--- src/rtl/branch_ctrl.sv ---
// Registered branch/jump control between decoder and PC.
// Holds ALU flags, a writable target table and a wrong-path squash FSM.
module branch_ctrl #(
  parameter int             OP_W         = 4,
  parameter int             PC_W         = 13,
  parameter int             LUT_AW       = 4,
  parameter int             FLUSH_CYCLES = 1,
  parameter bit             ODD_PC_ONLY  = 1'b0,
  parameter logic [OP_W-1:0] OP_JMP      = 'hE,
  parameter logic [OP_W-1:0] OP_BEQ      = 'hC,
  parameter logic [OP_W-1:0] OP_BGT      = 'hD,
  parameter logic [OP_W-1:0] OP_CMP      = 'hB,
  parameter int             CNT_W        = 16
) (
  input  logic              CLK,
  input  logic              Reset,
  input  logic              instr_valid,
  input  logic [OP_W-1:0]   OP,
  input  logic [PC_W-1:0]   PC,
  input  logic [LUT_AW-1:0] tgt_idx,
  input  logic              BEQ,
  input  logic              BGT,
  input  logic              lut_wr_en,
  input  logic [LUT_AW-1:0] lut_wr_addr,
  input  logic [PC_W-1:0]   lut_wr_data,
  output logic              jump_en,
  output logic [PC_W-1:0]   jump_target,
  output logic              flush,
  output logic              eq_flag,
  output logic              gt_flag,
  output logic [CNT_W-1:0]  taken_cnt
);

  localparam int         DEPTH = 1 << LUT_AW;
  localparam logic [2:0] FC    = 3'(FLUSH_CYCLES);

  typedef enum logic {
    IDLE,
    SQUASH
  } state_t;

  state_t            state_q, state_d;
  logic [2:0]        fcnt_q, fcnt_d;
  logic              eq_q, eq_d;
  logic              gt_q, gt_d;
  logic              jen_q, jen_d;
  logic [PC_W-1:0]   tgt_q, tgt_d;
  logic [CNT_W-1:0]  cnt_q, cnt_d;
  logic [PC_W-1:0]   lut_q [DEPTH];

  logic              accept;
  logic              taken;
  logic              is_cmp;
  logic [PC_W-1:0]   rd_tgt;
  logic              unused_pc;

  // Only PC[0] matters, and only for odd-PC jump gating.
  assign unused_pc = ^PC;

  assign flush  = (state_q == SQUASH);
  assign accept = instr_valid & ~flush;

  // Same-cycle write wins over the stored entry.
  assign rd_tgt = (lut_wr_en && lut_wr_addr == tgt_idx)
                ? lut_wr_data : lut_q[tgt_idx];

  always_comb begin
    taken  = 1'b0;
    is_cmp = 1'b0;
    unique case (1'b1)
      (OP == OP_JMP): taken  = ~ODD_PC_ONLY | PC[0];
      (OP == OP_BEQ): taken  = eq_q;
      (OP == OP_BGT): taken  = gt_q;
      (OP == OP_CMP): is_cmp = 1'b1;
      default: ;
    endcase
    taken  = taken & accept;
    is_cmp = is_cmp & accept;
  end

  always_comb begin
    eq_d  = eq_q;
    gt_d  = gt_q;
    jen_d = taken;
    tgt_d = tgt_q;
    cnt_d = cnt_q;
    if (is_cmp) begin
      eq_d = BEQ;
      gt_d = BGT;
    end
    if (taken) begin
      tgt_d = rd_tgt;
      cnt_d = cnt_q + CNT_W'(1);
    end
  end

  always_comb begin
    state_d = state_q;
    fcnt_d  = fcnt_q;
    unique case (state_q)
      IDLE: begin
        if (taken) begin
          state_d = SQUASH;
          fcnt_d  = FC;
        end
      end
      SQUASH: begin
        if (fcnt_q <= 3'd1) begin
          state_d = IDLE;
          fcnt_d  = '0;
        end else begin
          fcnt_d = fcnt_q - 3'd1;
        end
      end
      default: state_d = IDLE;
    endcase
  end

  always_ff @(posedge CLK) begin
    if (Reset) begin
      state_q <= IDLE;
      fcnt_q  <= '0;
      eq_q    <= 1'b0;
      gt_q    <= 1'b0;
      jen_q   <= 1'b0;
      tgt_q   <= '0;
      cnt_q   <= '0;
    end else begin
      state_q <= state_d;
      fcnt_q  <= fcnt_d;
      eq_q    <= eq_d;
      gt_q    <= gt_d;
      jen_q   <= jen_d;
      tgt_q   <= tgt_d;
      cnt_q   <= cnt_d;
    end
  end

  always_ff @(posedge CLK) begin
    if (Reset) begin
      for (int i = 0; i < DEPTH; i++) begin
        lut_q[i] <= '0;
      end
    end else if (lut_wr_en) begin
      lut_q[lut_wr_addr] <= lut_wr_data;
    end
  end

  assign jump_en     = jen_q;
  assign jump_target = tgt_q;
  assign eq_flag     = eq_q;
  assign gt_flag     = gt_q;
  assign taken_cnt   = cnt_q;

endmodule

--- config.mk ---
export PLATFORM = sky130hd
export DESIGN_NAME = branch_ctrl
export DESIGN_NICKNAME = d
export VERILOG_FILES = /design/src/rtl/branch_ctrl.sv
export SDC_FILE = /design/constraint.sdc
export NUM_CORES = 1
export LEC_CHECK = 0
export ABC_AREA = 1
export CAP_MARGIN = 20
export CORE_MARGIN = 2
export CORE_UTILIZATION = 39
export DETAILED_ROUTE_END_ITERATION = 8
export GPL_TIMING_DRIVEN = 0
export PLACE_DENSITY = 0.6
export SYNTH_ARGS = -nofsm -noshare
export SYNTH_HDL_FRONTEND = slang
export SYNTH_SLANG_ARGS = --single-unit
--- constraint.sdc ---
create_clock -name CLK -period 3.7 [get_ports CLK]
set_input_delay 0.925 -clock CLK [delete_from_list [all_inputs] [get_ports CLK]]
set_output_delay 0.925 -clock CLK [all_outputs]
set_load 0.05 [all_outputs]
# ---- Yosys cells after proc, flatten, opt, wreduce, memory -nomap -nowiden
# Memories as Yosys holds them, arrays and structs flattened. A register that Yosys moved wholly into a read port is not among the register bits.
# Index checks and enable logic that the tools add are counted.
dict set report word_totals {
  reg_bits 23
  mem_bits_rw 208
  output_inout_bits 33
  memories 1
}
dict set report op_classes {
  add_sub_neg 2
  order_cmp 1
  eq_ne 5
  n_mux 16
  bitwise_logic 4
  reduce_logical 1
}
# memory words width rd rd_clocked_by_memory_dff write_ports line_no
set memory_table {}
lappend memory_table {lut_q 16 13 1 1 16 49} ;# logic [PC_W-1:0] lut_q [DEPTH];
# op count
set ops {}
lappend ops {{16-bit by 1-bit adder with 16-bit output, second input constant} 1}
lappend ops {{4-bit == test, second input constant} 4}
lappend ops {{13-bit two-way mux} 1}
lappend ops {{13-bit OR reduction} 1}
lappend ops {{1-bit two-way mux} 9}
lappend ops {{3-bit two-way mux} 2}
lappend ops {{3-bit case mux with 2 select lines} 1}
lappend ops {{4-bit two-way mux} 1}
lappend ops {{1-bit bitwise AND} 3}
lappend ops {{3-bit by 1-bit <= comparator with 1-bit output, second input constant} 1}
lappend ops {{1-bit case mux with 3 select lines} 1}
lappend ops {{3-bit by 1-bit subtractor with 3-bit output, second input constant} 1}
lappend ops {{2-bit inequality test, second input constant} 1}
lappend ops {{1-bit case mux with 2 select lines} 1}
lappend ops {{1-bit NOT} 1}

# ---- Logic depth before layout (Yosys ltp)
# Gate-level depths: netlist of run 1.
dict set report logic_depth {
  ltp_word 5
  mapped_depth 11
  mapped_depth_nobuf 10
}

# ---- Worst setup path before layout of run 1
# OpenSTA, ideal clock, no wires.
dict set report synth_timing {
  path_kind {input -> register}
  startpoint {input port Reset}
  endpoint {memory lut_q[0][0] (enable)}
  setup_time_ps 356
  arrival_ps 2017
  required_time_ps 3344
  slack_ps 1327
  cell_stages 6
  path_cell_list {inv_2 nand2_1 nor3_1 nand2_1 buf_2 nand2_1}
}
# item line_no
set synth_rtl {}
lappend synth_rtl {{from (decl)} 16} ;# input logic Reset,
lappend synth_rtl {{to (decl)} 49}

==> results of run 1 <==
-- layout make-up --
cell class	count	area, µm²	share of cell area [%]
sequential	244	6967	52.28
multi-input combinational	858	3685	27.65
clock buffer	34	701.9	5.267
timing repair buffer	60	600.6	4.507
tap	384	480.5	3.605
buffer	83	416.7	3.126
inverter	94	355.3	2.666
clock inverter	15	120.1	0.9013
-- cells in the mapped netlist (5+ instances only) --
library cell / count
nand2_1: 240
a21oi_1: 20
nor3_1: 9
nand4_1: 9
o211ai_1: 7
clkbuf_1: 29
nor2_1: 353
dfxtp_1: 36
buf_2: 38
inv_1: 77
clkinv_1: 13
o21ai_0: 74
buf_4: 7
xor2_1: 5
nand3_1: 117
a21oi_2: 7
edfxtp_1: 208
-- cell families after synthesis --
family | Yosys count
compound gates | 112
xor+xnor | 8
fa+ha+maj | 3
buf+inv | 177
flops | 244
simple gates | 735
-- metrics by stage --
step                      cell area (µm²)  power [µW]  setup TNS [ns]
after floorplan                     11420        3551               0
after global placement              12500        3772      -0.0005855
after detailed placement            12500        3783          -1.235
after CTS                           13330        6313               0
after global routing                13330        6500               0
final                               13330        6295               0
-- sequential cells by signal (all words and copies together), names as in the netlist --
register / cells
taken_cnt: 16
jump_en: 1
fcnt_q: 3
lut_q: 208
flush: 1
jump_target: 13
eq_flag: 1
gt_flag: 1
-- power breakdown --
group,internal [µW],switching (µW),leakage [µW]
registers,3120,38.8,0.00227
clock network,1470,1090,0.000404
logic,158,413,0.00259
-- routing by layer --
metal | up-vias | track usage, %
met1 | 4438 | 31.09
met4 | 0 | 7.326
met3 | 59 | 2.328
li1 | 4362 | -
met5 | - | 0
met2 | 352 | 35.83
-- worst max path at each step --
stage	startpoint	endpoint	depth (start not counted)
4_1_cts	Reset	lut_q[8][2]$_SDFFCE_PN0P_	7
2_1_floorplan	Reset	lut_q[0][0]$_SDFFCE_PN0P_	6
6_report	Reset	lut_q[9][0]$_SDFFCE_PN0P_	7
5_1_grt	Reset	lut_q[12][2]$_SDFFCE_PN0P_	7
3_3_place_gp	Reset	lut_q[8][0]$_SDFFCE_PN0P_	7
3_5_place_dp	Reset	lut_q[8][2]$_SDFFCE_PN0P_	7
-- worst register-to-register path, cell delays in order, from the launching register on --
cell and delay [ns]:
dfxtp_1 0.41, ha_1 0.23, nand3_1 0.12, nor3b_1 0.35, nand4_1 0.24, nor2_1 0.17, nand2_1 0.07, nand2_1 0.05
nor2_1 0.04
==> summary.md, run 1 <==
| Metric | Value |
|---|---|
| Syn-to-layout area delta | `16.66%` |
| # port buffers | `60` |
| Initial antenna violation count | `0` |
| Post-synthesis instance total | `1279` |
| Predominant post-synthesis flop cell | `edfxtp_1` |
| Detailed-router iteration count before antenna repair | `7` |
| Critical Path Start Type | `primary input` |
| Fillers | `2790` |
| Final Critical Period | `3.325 ns` |
| Largest family of logic cells by synthesized area | `simple AND/OR/NAND/NOR gates` |
| Die area | `0.03068 mm²` |
| WHS Endpoint | `fcnt_q[2]$_SDFFE_PP0P_` |
| Crit-path max FO | `13` |
| Async S/R FF share, synth | `0%` |
| Final setup vio count | `0` |
| Synthesized area | `0.01142 mm²` |
| Flop2flop setup slack | `1.93 ns` |
| WL final | `33850 µm` |
| Top-area cell type share of the netlist area | `54.68%` |
| Post-Synth Adder-Cell Area | `0.3286%` |
| Fin cells | `1772` |
| Slowest stage delay, CP | `0.58 ns` |
| Nets | `1415` |
| Worst Tran Pin Value | `0.7558 ns` |
| R2r worst-path depth | `8` |
| Die height | `175.1 µm` |
| Hold Path Origin | `fcnt_q[2]$_SDFFE_PP0P_` |
| Reg-to-reg endpoint | `taken_cnt[12]$_SDFFE_PP0P_` |
| Worst hold path type | `reg2reg` |
| Cts repair resizes | `0` |
| Number of nets with antenna violations after routing | `0` |
| Placed Instances | `1723` |
| Postcts setup bufs | `0` |
| Vias per cell | `5.198` |
| # rows | `62` |
| Number of flops mapped to enable cells by yosys | `208` |
| I/O pin count | `77` |
| Final slew viol count | `0` |
| Avg WL per Cell | `19.10 µm` |
| Core Box Area | `0.02878 mm²` |
| Clock-pin transition on the worst setup and hold timing paths | `0.06 ns` |
| Cell mode on critical path | `nand2_1` |
| Fin Clk Skew | `0.01640 ns` |
| Depth of the CTS H-tree | `1` |
| Area leader, netlist | `edfxtp_1` |
| Gpl congestion | `0.9197` |
| Post-route clock period utilization | `89.87%` |
| Synth Warn # | `0` |
| Unrepaired setup endpoints after global routing | `no` |
| Hpwl dp | `24120 µm` |
| CTS tree | `built` |
| CP delay by family, top | `simple AND/OR/NAND/NOR gates` |
| Max-cap violation count | `0` |
| CTS root buffer | `clkbuf_16` |
| Seq/Total Area, Yosys | `60.99%` |
| DRT met1 WL | `14900 µm` |
| Num CTS Buffers | `27` |
| Mapped Nets | `1326` |
| Ant diodes | `0` |
| Crit path max-delay cell type | `nand2_1` |
| Outcome | `completed` |
| Top post-synthesis cells by area | `edfxtp_1, nor2_1, nand2_1, dfxtp_1, nand3_1` |
| Synth Area in Compound Gates | `5.334%` |
| Mux cell area share after synthesis | `0%` |
| Hold_buf cts | `0` |
| Simple-gate share of the synthesized area | `25.98%` |
| DRT iter0 DRCs | `1038` |
| Clock Tree Buf Depth | `3` |
| Clock Sinks | `244` |
| Yosys cell types | `33` |
| Vias | `9211` |
| GRT Util Overall | `22.10%` |
| Peak VDD IR | `0.0002823 V` |
| Worst R2R Start | `taken_cnt[0]$_SDFFE_PP0P_` |
| Vias in the first global route | `8671` |
| Setup crit end kind | `flop` |
| End-of-flow core utilization | `46.30%` |
| Hold WS | `0.4891 ns` |
| First-pass GRT wire length | `50920 µm` |
| Post-synthesis xor/xnor area fraction | `0.6134%` |
| Met3 wire length | `2171 µm` |
| Slew Limit Headroom | `49.49%` |
| Most common cell after layout, fill and taps aside | `nor2_1` |
| Largest net degree at the start of global routing | `14` |
| Top Layer Used | `met4` |
| Latest clock arrival within the worst-skew pair | `0.54 ns` |
| Synth Register Bits | `244` |
| Pwr dens | `472.4 mW/mm²` |
| Leak Pwr | `0.005268 µW` |
| Critical path class | `in2reg` |
| Die Wd | `175.1 µm` |
| Layout cell share with drive strength beyond 1 | `7.205%` |
| Pre-CTS WS | `-0.03998 ns` |
| CP bufs+invs | `3` |
| Post-route worst setup slack | `0.3750 ns` |
| Starting Density | `39.69%` |
| Commonest cells after routing, fill and taps aside | `nor2_1, nand2_1, edfxtp_1` |
| CP Data Required Time | `3.86 ns` |
| Hold depth | `2` |
| Mean post-synth cell area | `8.932 µm²` |
| Crit path DAT | `3.48 ns` |
| Total gr overflow | `0` |
| Residual DRC | `0` |
| Worst-path cell chain | `clkdlybuf4s50_1 > inv_2 > nand2_1 > nor3_1 > nand2_1 > buf_2 > nand2_1` |
| Fmax | `0.3008 GHz` |
| Final hold viol count | `0` |
| Met2 WL post-DR | `15770 µm` |
Power figures use the tool's default switching activity.
==> inputs of run 2 (changes only) <==
--- a/config.mk
+++ b/config.mk
@@ -11,7 +11,8 @@
 export CORE_UTILIZATION = 39
 export DETAILED_ROUTE_END_ITERATION = 8
 export GPL_TIMING_DRIVEN = 0
-export PLACE_DENSITY = 0.6
+export PLACE_DENSITY = 0.62
+export SLEW_MARGIN = 15
 export SYNTH_ARGS = -nofsm -noshare
 export SYNTH_HDL_FRONTEND = slang
 export SYNTH_SLANG_ARGS = --single-unit
==> constraint.sdc (replaced) <==
create_clock -name CLK -period 3.05 [get_ports CLK]
set_input_delay 0.7625 -clock CLK [delete_from_list [all_inputs] [get_ports CLK]]
set_output_delay 0.7625 -clock CLK [all_outputs]
set_load 0.05 [all_outputs]
==> summary.md, run 2 (synthesis results as in run 1) <==
| Metric | Value |
|---|---|
| Outcome | `completed` |
| I/O pin count | `77` |
| Layout cell share with drive strength beyond 1 | `7.919%` |
| Crit path max-delay cell type | `clkdlybuf4s50_1` |
| Clock Sinks | `244` |
| Number of nets with antenna violations after routing | `0` |
| Die Wd | `175.1 µm` |
| Post-route worst setup slack | `0.07766 ns` |
| Slowest stage delay, CP | `0.54 ns` |
| Syn-to-layout area delta | `17.12%` |
| Final hold viol count | `0` |
| Pwr Total | `7730 µW` |
| Slew Limit Headroom | `48.63%` |
| Core Box Area | `0.02878 mm²` |
| Avg WL per Cell | `18.67 µm` |
| Post-place instance area | `0.01250 mm²` |
| Gpl congestion | `0.8944` |
| Pre-CTS WS | `-0.4933 ns` |
| Largest net degree at the start of global routing | `14` |
| Leak Pwr | `0.005280 µW` |
| Num CTS Buffers | `27` |
| Hpwl dp | `23510 µm` |
| Nets | `1415` |
| WL final | `33110 µm` |
| Latest clock arrival within the worst-skew pair | `0.55 ns` |
| Cell mode on critical path | `nand2_1` |
| Max FFs per register | `208` |
| Detailed-router iteration count before antenna repair | `5` |
| Peak VDD IR | `0.0003609 V` |
| Critical Path Start Type | `primary input` |
| GRT Util Overall | `21.62%` |
| Worst-path cell chain | `clkdlybuf4s50_1 > inv_2 > nand2_1 > nor3_1 > nand2_1 > buf_2 > nand2_1` |
| Fmax | `0.3364 GHz` |
| CP Data Required Time | `3.23 ns` |
| Largest register by flop count | `lut_q` |
| Final Critical Period | `2.972 ns` |
| Ant diodes | `0` |
| Unrepaired setup endpoints after global routing | `no` |
| Crit-path max FO | `13` |
| Die height | `175.1 µm` |
| CTS tree | `built` |
| Most common cell after layout, fill and taps aside | `nor2_1` |
| Die area | `0.03068 mm²` |
| # port buffers | `60` |
| Depth of the CTS H-tree | `1` |
| Clock Tree Buf Depth | `3` |
| Clock-pin transition on the worst setup and hold timing paths | `0.06 ns` |
| Fin Clk Skew | `0.02046 ns` |
| Initial antenna violation count | `0` |
| Worst Tran Pin Value | `0.7706 ns` |
| Crit path DAT | `3.15 ns` |
| Residual DRC | `0` |
| Vias | `9271` |
| Final setup vio count | `0` |
| Post-route clock period utilization | `97.45%` |
| Max-cap violation count | `0` |
| Critical path class | `in2reg` |
| Commonest cells after routing, fill and taps aside | `nor2_1, nand2_1, edfxtp_1` |
| Total gr overflow | `0` |
| Vias in the first global route | `8612` |
| # rows | `62` |
| CTS root buffer | `clkbuf_16` |
| Worst hold path type | `reg2reg` |
| Starting Density | `39.69%` |
| End-of-flow core utilization | `46.49%` |
| First-pass GRT wire length | `50360 µm` |
| Final slew viol count | `0` |
| Setup crit end kind | `flop` |
| DRT iter0 DRCs | `1137` |
| Postcts setup bufs | `0` |
| Finished Cell Area | `0.01338 mm²` |
| Pwr dens | `577.8 mW/mm²` |
| Vias per cell | `5.229` |
## run 2: cell types whose count changed in the layout (fill, tap and decap cells not counted), sizes merged
cell	previous run	this run
clkinv	25	26
bufinv	2	3
clkinvlp	0	2
clkbuf	64	61
## run 2: cell type report
class,instances,area (µm²)
buffer,83,416.7
inverter,94,355.3
sequential,244,6967
tap,384,480.5
clock buffer,31,690.7
fill,2754,15400
timing repair buffer,60,600.6
clock inverter,19,166.4
multi-input combinational,858,3702
## run 2: worst max-delay path, delay by kind of cell
family | cells | cell delay (ns)
buffers and inverters | 3 | 0.98
AND/OR/NAND/NOR | 4 | 1.39
## run 2: final timing paths
path                              startpoint                          to  slack (ns)  depth (start not counted)
hold / removal    taken_cnt[14]$_SDFFE_PP0P_  taken_cnt[14]$_SDFFE_PP0P_        0.49                          2
hold reg to reg   taken_cnt[14]$_SDFFE_PP0P_  taken_cnt[14]$_SDFFE_PP0P_        0.49                          2
setup / recovery                       Reset  lut_q[15][0]$_SDFFCE_PN0P_        0.08                          7
setup reg to reg   taken_cnt[1]$_SDFFE_PP0P_  taken_cnt[12]$_SDFFE_PP0P_        1.23                          8
## run 2: timing repair
action	CTS	global route
hold buffers	0	0
endpoints found under the setup margin	0	81
resized for setup	0	7
## run 2: metal layers
metal | vias up | GRT usage, % | wire [µm] | part of all wire (%)
li1 | 4374 | - | - | -
met1 | 4400 | 30.83 | 14200 | 43
met2 | 413 | 34.27 | 15150 | 46
met3 | 84 | 2.480 | 2548 | 7.7
met4 | 0 | 7.535 | 1206 | 3.6
met5 | - | 0 | 0 | 0
## run 2: through the flow
step	TNS [ns]	cells	hold slack, ns
floorplan	0	1279	0.4551
global placement	-73.37	1723	0.4743
detailed placement	-79.17	1723	0.4796
CTS	0	1773	0.4885
global route	0	1773	0.5184
finish	0	1773	0.4882
## run 2: power breakdown
group / leakage [µW] / internal, µW / switching, µW
sequential: 0.00227 / 3780 / 47.0
clock: 0.000417 / 1870 / 1340
combinational: 0.00259 / 193 / 497
total: 0.00528 / 5850 / 1880
